File: src/rtl/branch_resolve_unit_pkg.sv
// Shared ENIAC-V execute-stage definitions: branch funct3 encodings and the
// flush FSM state type used by the branch resolver.
package eniac_pkg;

    localparam logic [2:0] BR_BEQ  = 3'b000;
    localparam logic [2:0] BR_BNE  = 3'b001;
    localparam logic [2:0] BR_BLT  = 3'b100;
    localparam logic [2:0] BR_BGE  = 3'b101;
    localparam logic [2:0] BR_BLTU = 3'b110;
    localparam logic [2:0] BR_BGEU = 3'b111;

    typedef enum logic {
        IDLE  = 1'b0,
        FLUSH = 1'b1
    } br_state_e;

endpackage

File: src/rtl/branch_resolve_unit_if.sv
// EX-stage branch bundle: the pipeline (master) presents a branch, the
// resolver (slave) returns predictor updates, redirect/flush and counters.
interface branch_resolve_unit_if #(
    parameter int XLEN  = 32,
    parameter int CNT_W = 16
);
    logic             ex_valid;
    logic             stall;
    logic [XLEN-1:0]  ex_pc;
    logic [XLEN-1:0]  ex_imm;
    logic [XLEN-1:0]  ex_rs1;
    logic [XLEN-1:0]  ex_rs2;
    logic [2:0]       ex_funct3;
    logic             ex_pred_taken;
    logic             upd_branch;
    logic             upd_taken;
    logic             mispredict;
    logic [XLEN-1:0]  redirect_pc;
    logic             flush;
    logic [CNT_W-1:0] branch_count;
    logic [CNT_W-1:0] mispredict_count;

    modport master (
        output ex_valid, stall, ex_pc, ex_imm, ex_rs1, ex_rs2, ex_funct3, ex_pred_taken,
        input  upd_branch, upd_taken, mispredict, redirect_pc, flush,
               branch_count, mispredict_count
    );

    modport slave (
        input  ex_valid, stall, ex_pc, ex_imm, ex_rs1, ex_rs2, ex_funct3, ex_pred_taken,
        output upd_branch, upd_taken, mispredict, redirect_pc, flush,
               branch_count, mispredict_count
    );
endinterface

File: src/rtl/branch_resolve_unit_cmp.sv
// Combinational branch condition evaluator: (rs1, rs2, funct3) -> taken.
module branch_cmp
    import eniac_pkg::*;
#(
    parameter int XLEN = 32
) (
    input  logic [XLEN-1:0] rs1,
    input  logic [XLEN-1:0] rs2,
    input  logic [2:0]      funct3,
    output logic            taken
);

    // Reserved encodings 010/011 fall through the default as not-taken.
    always_comb begin
        taken = 1'b0;
        case (funct3)
            BR_BEQ:  taken = (rs1 == rs2);
            BR_BNE:  taken = (rs1 != rs2);
            BR_BLT:  taken = ($signed(rs1) <  $signed(rs2));
            BR_BGE:  taken = ($signed(rs1) >= $signed(rs2));
            BR_BLTU: taken = (rs1 <  rs2);
            BR_BGEU: taken = (rs1 >= rs2);
            default: taken = 1'b0;
        endcase
    end

endmodule

File: src/rtl/branch_resolve_unit.sv
// Execute-stage branch resolver: registers the resolved outcome, updates the
// predictor, and on a mispredict raises a fixed-length flush with a redirect PC.
module branch_resolve_unit
    import eniac_pkg::*;
#(
    parameter int XLEN         = 32,
    parameter int FLUSH_CYCLES = 2,
    parameter int CNT_W        = 16
) (
    input  logic                 clock,
    input  logic                 reset,
    branch_resolve_unit_if.slave br
);

    localparam int              FCW     = (FLUSH_CYCLES > 1) ? $clog2(FLUSH_CYCLES) : 1;
    localparam logic [XLEN-1:0] PC_STEP = XLEN'(4);
    localparam logic [CNT_W-1:0] CNT_MAX = {CNT_W{1'b1}};

    br_state_e        state_q, state_d;
    logic [FCW-1:0]   fcnt_q, fcnt_d;
    logic             flush_q, flush_d;
    logic             upd_branch_q, upd_branch_d;
    logic             upd_taken_q, upd_taken_d;
    logic             mispredict_q, mispredict_d;
    logic [XLEN-1:0]  redirect_pc_q, redirect_pc_d;
    logic [CNT_W-1:0] branch_count_q, branch_count_d;
    logic [CNT_W-1:0] mispredict_count_q, mispredict_count_d;

    logic             taken_s;
    logic             accept_s;
    logic             miss_s;
    logic [XLEN-1:0]  target_s;
    logic [XLEN-1:0]  fall_s;

    branch_cmp #(.XLEN(XLEN)) u_cmp (
        .rs1    (br.ex_rs1),
        .rs2    (br.ex_rs2),
        .funct3 (br.ex_funct3),
        .taken  (taken_s)
    );

    // Resolve the presented branch; squashed (FLUSH) or stalled branches are never accepted.
    always_comb begin
        accept_s = br.ex_valid && !br.stall && (state_q == IDLE);
        miss_s   = taken_s ^ br.ex_pred_taken;
        target_s = br.ex_pc + br.ex_imm;
        fall_s   = br.ex_pc + PC_STEP;
    end

    // Next-state for the flush FSM, result stage and saturating counters.
    always_comb begin
        state_d            = state_q;
        fcnt_d             = fcnt_q;
        flush_d            = 1'b0;
        upd_branch_d       = accept_s;
        upd_taken_d        = accept_s && taken_s;
        mispredict_d       = accept_s && miss_s;
        redirect_pc_d      = redirect_pc_q;
        branch_count_d     = branch_count_q;
        mispredict_count_d = mispredict_count_q;

        if (accept_s) begin
            redirect_pc_d = taken_s ? target_s : fall_s;
        end else begin
            redirect_pc_d = redirect_pc_q;
        end

        if (accept_s && (branch_count_q != CNT_MAX)) begin
            branch_count_d = branch_count_q + CNT_W'(1);
        end else begin
            branch_count_d = branch_count_q;
        end

        if (accept_s && miss_s && (mispredict_count_q != CNT_MAX)) begin
            mispredict_count_d = mispredict_count_q + CNT_W'(1);
        end else begin
            mispredict_count_d = mispredict_count_q;
        end

        // The counter holds the number of flush cycles still to come after the current one.
        case (state_q)
            IDLE: begin
                if (accept_s && miss_s) begin
                    state_d = FLUSH;
                    fcnt_d  = FCW'(FLUSH_CYCLES - 1);
                    flush_d = 1'b1;
                end else begin
                    state_d = IDLE;
                    flush_d = 1'b0;
                end
            end
            FLUSH: begin
                if (fcnt_q == FCW'(0)) begin
                    state_d = IDLE;
                    flush_d = 1'b0;
                end else begin
                    fcnt_d  = fcnt_q - FCW'(1);
                    flush_d = 1'b1;
                end
            end
            default: begin
                state_d = IDLE;
                fcnt_d  = FCW'(0);
                flush_d = 1'b0;
            end
        endcase
    end

    // State and output registers with synchronous reset.
    always_ff @(posedge clock) begin
        if (reset) begin
            state_q            <= IDLE;
            fcnt_q             <= FCW'(0);
            flush_q            <= 1'b0;
            upd_branch_q       <= 1'b0;
            upd_taken_q        <= 1'b0;
            mispredict_q       <= 1'b0;
            redirect_pc_q      <= {XLEN{1'b0}};
            branch_count_q     <= {CNT_W{1'b0}};
            mispredict_count_q <= {CNT_W{1'b0}};
        end else begin
            state_q            <= state_d;
            fcnt_q             <= fcnt_d;
            flush_q            <= flush_d;
            upd_branch_q       <= upd_branch_d;
            upd_taken_q        <= upd_taken_d;
            mispredict_q       <= mispredict_d;
            redirect_pc_q      <= redirect_pc_d;
            branch_count_q     <= branch_count_d;
            mispredict_count_q <= mispredict_count_d;
        end
    end

    assign br.upd_branch       = upd_branch_q;
    assign br.upd_taken        = upd_taken_q;
    assign br.mispredict       = mispredict_q;
    assign br.redirect_pc      = redirect_pc_q;
    assign br.flush            = flush_q;
    assign br.branch_count     = branch_count_q;
    assign br.mispredict_count = mispredict_count_q;

endmodule

File: src/flat_wrapper.sv
// flat-port wrapper written by rule: the top's interface ports become plain ports
module branch_resolve_unit_flat import eniac_pkg::*;
#(
    parameter int XLEN         = 32,
    parameter int FLUSH_CYCLES = 2,
    parameter int CNT_W        = 16
)
  (clock, reset, br_ex_valid, br_stall, br_ex_pc, br_ex_imm, br_ex_rs1, br_ex_rs2, br_ex_funct3, br_ex_pred_taken, br_upd_branch, br_upd_taken, br_mispredict, br_redirect_pc, br_flush, br_branch_count, br_mispredict_count);
  branch_resolve_unit_if #(.XLEN(XLEN), .CNT_W(CNT_W)) br_i ();
  input  logic clock;
  input  logic reset;
  input wire logic [$bits(br_i.ex_valid)-1:0] br_ex_valid;
  input wire logic [$bits(br_i.stall)-1:0] br_stall;
  input wire logic [$bits(br_i.ex_pc)-1:0] br_ex_pc;
  input wire logic [$bits(br_i.ex_imm)-1:0] br_ex_imm;
  input wire logic [$bits(br_i.ex_rs1)-1:0] br_ex_rs1;
  input wire logic [$bits(br_i.ex_rs2)-1:0] br_ex_rs2;
  input wire logic [$bits(br_i.ex_funct3)-1:0] br_ex_funct3;
  input wire logic [$bits(br_i.ex_pred_taken)-1:0] br_ex_pred_taken;
  output wire logic [$bits(br_i.upd_branch)-1:0] br_upd_branch;
  output wire logic [$bits(br_i.upd_taken)-1:0] br_upd_taken;
  output wire logic [$bits(br_i.mispredict)-1:0] br_mispredict;
  output wire logic [$bits(br_i.redirect_pc)-1:0] br_redirect_pc;
  output wire logic [$bits(br_i.flush)-1:0] br_flush;
  output wire logic [$bits(br_i.branch_count)-1:0] br_branch_count;
  output wire logic [$bits(br_i.mispredict_count)-1:0] br_mispredict_count;
  assign br_i.ex_valid = br_ex_valid;
  assign br_i.stall = br_stall;
  assign br_i.ex_pc = br_ex_pc;
  assign br_i.ex_imm = br_ex_imm;
  assign br_i.ex_rs1 = br_ex_rs1;
  assign br_i.ex_rs2 = br_ex_rs2;
  assign br_i.ex_funct3 = br_ex_funct3;
  assign br_i.ex_pred_taken = br_ex_pred_taken;
  assign br_upd_branch = br_i.upd_branch;
  assign br_upd_taken = br_i.upd_taken;
  assign br_mispredict = br_i.mispredict;
  assign br_redirect_pc = br_i.redirect_pc;
  assign br_flush = br_i.flush;
  assign br_branch_count = br_i.branch_count;
  assign br_mispredict_count = br_i.mispredict_count;
  branch_resolve_unit #(.XLEN(XLEN), .FLUSH_CYCLES(FLUSH_CYCLES), .CNT_W(CNT_W)) u_core (.clock(clock), .reset(reset), .br(br_i));
endmodule
File: config.mk
export PLATFORM = sky130hd
export DESIGN_NAME = branch_resolve_unit_flat
export DESIGN_NICKNAME = d
export VERILOG_FILES = /design/src/rtl/branch_resolve_unit_pkg.sv /design/src/rtl/branch_resolve_unit_if.sv /design/src/rtl/branch_resolve_unit_cmp.sv /design/src/rtl/branch_resolve_unit.sv /design/src/flat_wrapper.sv
export SDC_FILE = /design/constraint.sdc
export NUM_CORES = 1
export LEC_CHECK = 0
export CAP_MARGIN = 20
export CORE_MARGIN = 2
export CORE_UTILIZATION = 51
export CTS_BUF_LIST = sky130_fd_sc_hd__clkbuf_16
export CTS_CLUSTER_DIAMETER = 40
export DETAILED_ROUTE_END_ITERATION = 7
export PLACE_DENSITY = 0.88
export SYNTH_ARGS = -nofsm -noshare
export SYNTH_HDL_FRONTEND = slang
export SYNTH_HIERARCHICAL = 1
export SYNTH_SLANG_ARGS = --single-unit
File: constraint.sdc
create_clock -name clock -period 6.85 [get_ports clock]
set_clock_uncertainty 0.1 [all_clocks]
set_input_delay 1.37 -clock clock [delete_from_list [all_inputs] [get_ports clock]]
set_output_delay 1.37 -clock clock [all_outputs]
set_load 0.02 [all_outputs]
==> impl_metrics.tcl <==
set metrics [dict create \
    drtIter0Drc 641 \
    initial_core_util 0.525 \
    ys_seq_area_frac 0.228 \
    grt_antenna_before_repair 0 \
    post_cts_buffers 0 \
    wire_per_inst_um 15.7 \
    cp-start-kind "input port" \
    layout-drive-gt1-share 0.0426 \
    grt_overflow 0 \
    violations "design-rule violations" \
    crit_arrival_ns 5.17 \
    vias 6519 \
    finalCriticalPeriod_ns 5.05 \
    grt_pass1_wl_um 28600 \
    status "finished with violations" \
    port_buffers 203 \
    worst_hold_path_type "reg2reg" \
    critical_path_class "in2reg" \
    setup_viol 0 \
    nets 1185 \
    rsz0062_at_grt "false" \
    io-pin-count 204 \
    slew_viol_final 0 \
    root_buffer "clkbuf_16" \
    yosysTopAreaCell "dfxtp_1" \
    fp.dieH_um 113 \
    clk_latency_ns 0.33 \
    antenna_cells 0 \
    netlist_top_cells_count "81 x nor2_1, 79 x a21oi_1, 69 x dfxtp_1" \
    num_rows 39 \
    viasPerCell 5.77 \
    grt_pass1_vias 6002 \
    post-route-drc-count 10 \
    power.density_nw_per_um2 167 \
    synth_flop_cell "dfxtp_1" \
    htreeDepth 3 \
    grt_max_degree 63 \
    core-area_um2 11500 \
    tightest_slew_ns 0.820 \
    synth_fp_nets 994 \
    synth.cell_area_um2 6050 \
    synth_edf_count 0 \
    regArea_um2 1380 \
    yosysWarnings 6 \
    clock-sinks 69 \
    post_cts_resized 0 \
    fmax_ghz 0.198 \
    tns_ns 0 \
    hold_viol 0 \
    synth_area_leaders "dfxtp_1 23%, ha_1 14%, a21oi_1 6.5%, xnor2_1 5.5%, nor2_1 5.0%" \
    ys_ff_latch 69 \
    postRouteAntennaNets 0 \
    die_area_um2 12700 \
    area_growth_syn_to_layout_pct 40.3 \
    clockBufferDepth 2 \
    avgSynthCellArea_um2 7.65 \
    hpwl_um 14200 \
    synthArstFlopShare 0 \
    cts_tree "built" \
    synth_most_common_cell "nor2_1" \
    finalCoreUtilization 0.737 \
    p_leak_nw 3.38 \
    die_x_um 113 \
    gp_congestion 0.999 \
    slew_headroom 0.448 \
    finalWirelength_um 17700 \
    end_kind "register" \
    hold_path_depth 2 \
    cts_made_buffers 9 \
    syn_inst 791 \
    worst_r2r_path_depth 8 \
    fin_crit_sh 0.738 \
    required_ns 6.97 \
    cts_hold_buffers 0 \
    synth_top_area_frac 0.228 \
    synth.distinct_cells 67 \
    ir_worst_vdd_mv 0.0962 \
    crit_fanout 49 \
    fillers 847 \
    max-cap-violations 0 \
    multi_input_area_um2 4300 \
    grt_usage 0.271 \
    firstDrtPassIters 7 \
    clkTransAtPathRegs_ns 0.06 \
]
==> cell families after synthesis <==
| logic type | share of synthesized area |
|---|---|
| xor+xnor | 0.0970 |
| mux | 0.0153 |
| simple gates | 0.235 |
| buf+inv | 0.0625 |
| compound gates | 0.222 |
| flops | 0.228 |
| fa+ha+maj | 0.140 |
==> flip-flops by register name, summed over array words and instances, names as in the netlist <==
signal / cells
u_core/br.branch_count: 16
u_core/br.redirect_pc: 32
u_core/br.upd_taken: 1
u_core/br.flush: 1
u_core/fcnt_q: 1
u_core/br.mispredict: 1
u_core/br.upd_branch: 1
u_core/br.mispredict_count: 16
==> worst max-delay path, cell delays in order <==
cell and delay, ns:
clkdlybuf4s50_1 0.48, inv_1 0.05, ha_1 0.31, nand4_1 0.16
nor4_1 0.52, a311oi_1 0.17, a211o_2 0.31, nor3_4 0.20
buf_4 0.46, inv_1 0.32, or4_1 0.59, mux2i_1 0.15
o21ai_0 0.08
==> power breakdown <==
group          internal (mW)  switching, mW  leakage [nW]
Combinational          0.221          0.239          2.65
Clock                  0.354          0.172         0.169
Sequential             0.419         0.0127         0.561
==> path summary, 6_finish.rpt <==
kind                                         startpoint                                      end  slack, ns
setup / recovery                          br_ex_rs2[14]   u_core/br.redirect_pc[28]$_SDFFE_PP0P_       1.80
setup reg to reg             u_core/br.flush$_SDFF_PP0_  u_core/br.branch_count[11]$_SDFFE_PP0P_       4.26
hold / removal    u_core/br.redirect_pc[2]$_SDFFE_PP0P_    u_core/br.redirect_pc[2]$_SDFFE_PP0P_       0.36
hold reg to reg   u_core/br.redirect_pc[2]$_SDFFE_PP0P_    u_core/br.redirect_pc[2]$_SDFFE_PP0P_       0.36
==> area by class of cell <==
cell class,count,share of cell area
tap,143,0.0211
clock buffer,9,0.0265
multi-input combinational,642,0.507
inverter,53,0.0234
sequential,69,0.163
clock inverter,7,0.0134
timing repair buffer,207,0.246
==> layout by cell type (no fill, tap or decap), drive strengths merged, types with 14 or more instances in the layout <==
master           n
a211oi          17
a21oi           79
clkdlybuf4s50  202
dfxtp           69
ha              66
inv             53
nand2           66
nand3           41
nand4           24
nor2            81
nor3            14
o21ai           49
xnor2           38
xor2            29
==> per-layer routing <==
layer / part of all wire / wire length [um] / GRT usage
met5: 0 / 0 / 0
met1: 0.42 / 7440 / 0.349
met4: 0.024 / 432 / 0.0870
met3: 0.079 / 1400 / 0.0428
met2: 0.48 / 8420 / 0.465
==> through the flow <==
| stage | power [mW] | cells | setup WS, ns | instance area (um2) | hold WS [ns] |
|---|---|---|---|---|---|
| floorplan | 0.710 | 791 | 2.36 | 6050 | 0.352 |
| global placement | 0.879 | 1112 | 1.62 | 8100 | 0.355 |
| detailed placement | 0.888 | 1112 | 1.53 | 8100 | 0.361 |
| CTS | 1.41 | 1128 | 1.84 | 8440 | 0.365 |
| global route | 1.48 | 1130 | 1.57 | 8490 | 0.390 |
| finish | 1.42 | 1130 | 1.80 | 8490 | 0.358 |
No activity file was read; power rests on OpenSTA's default activity.
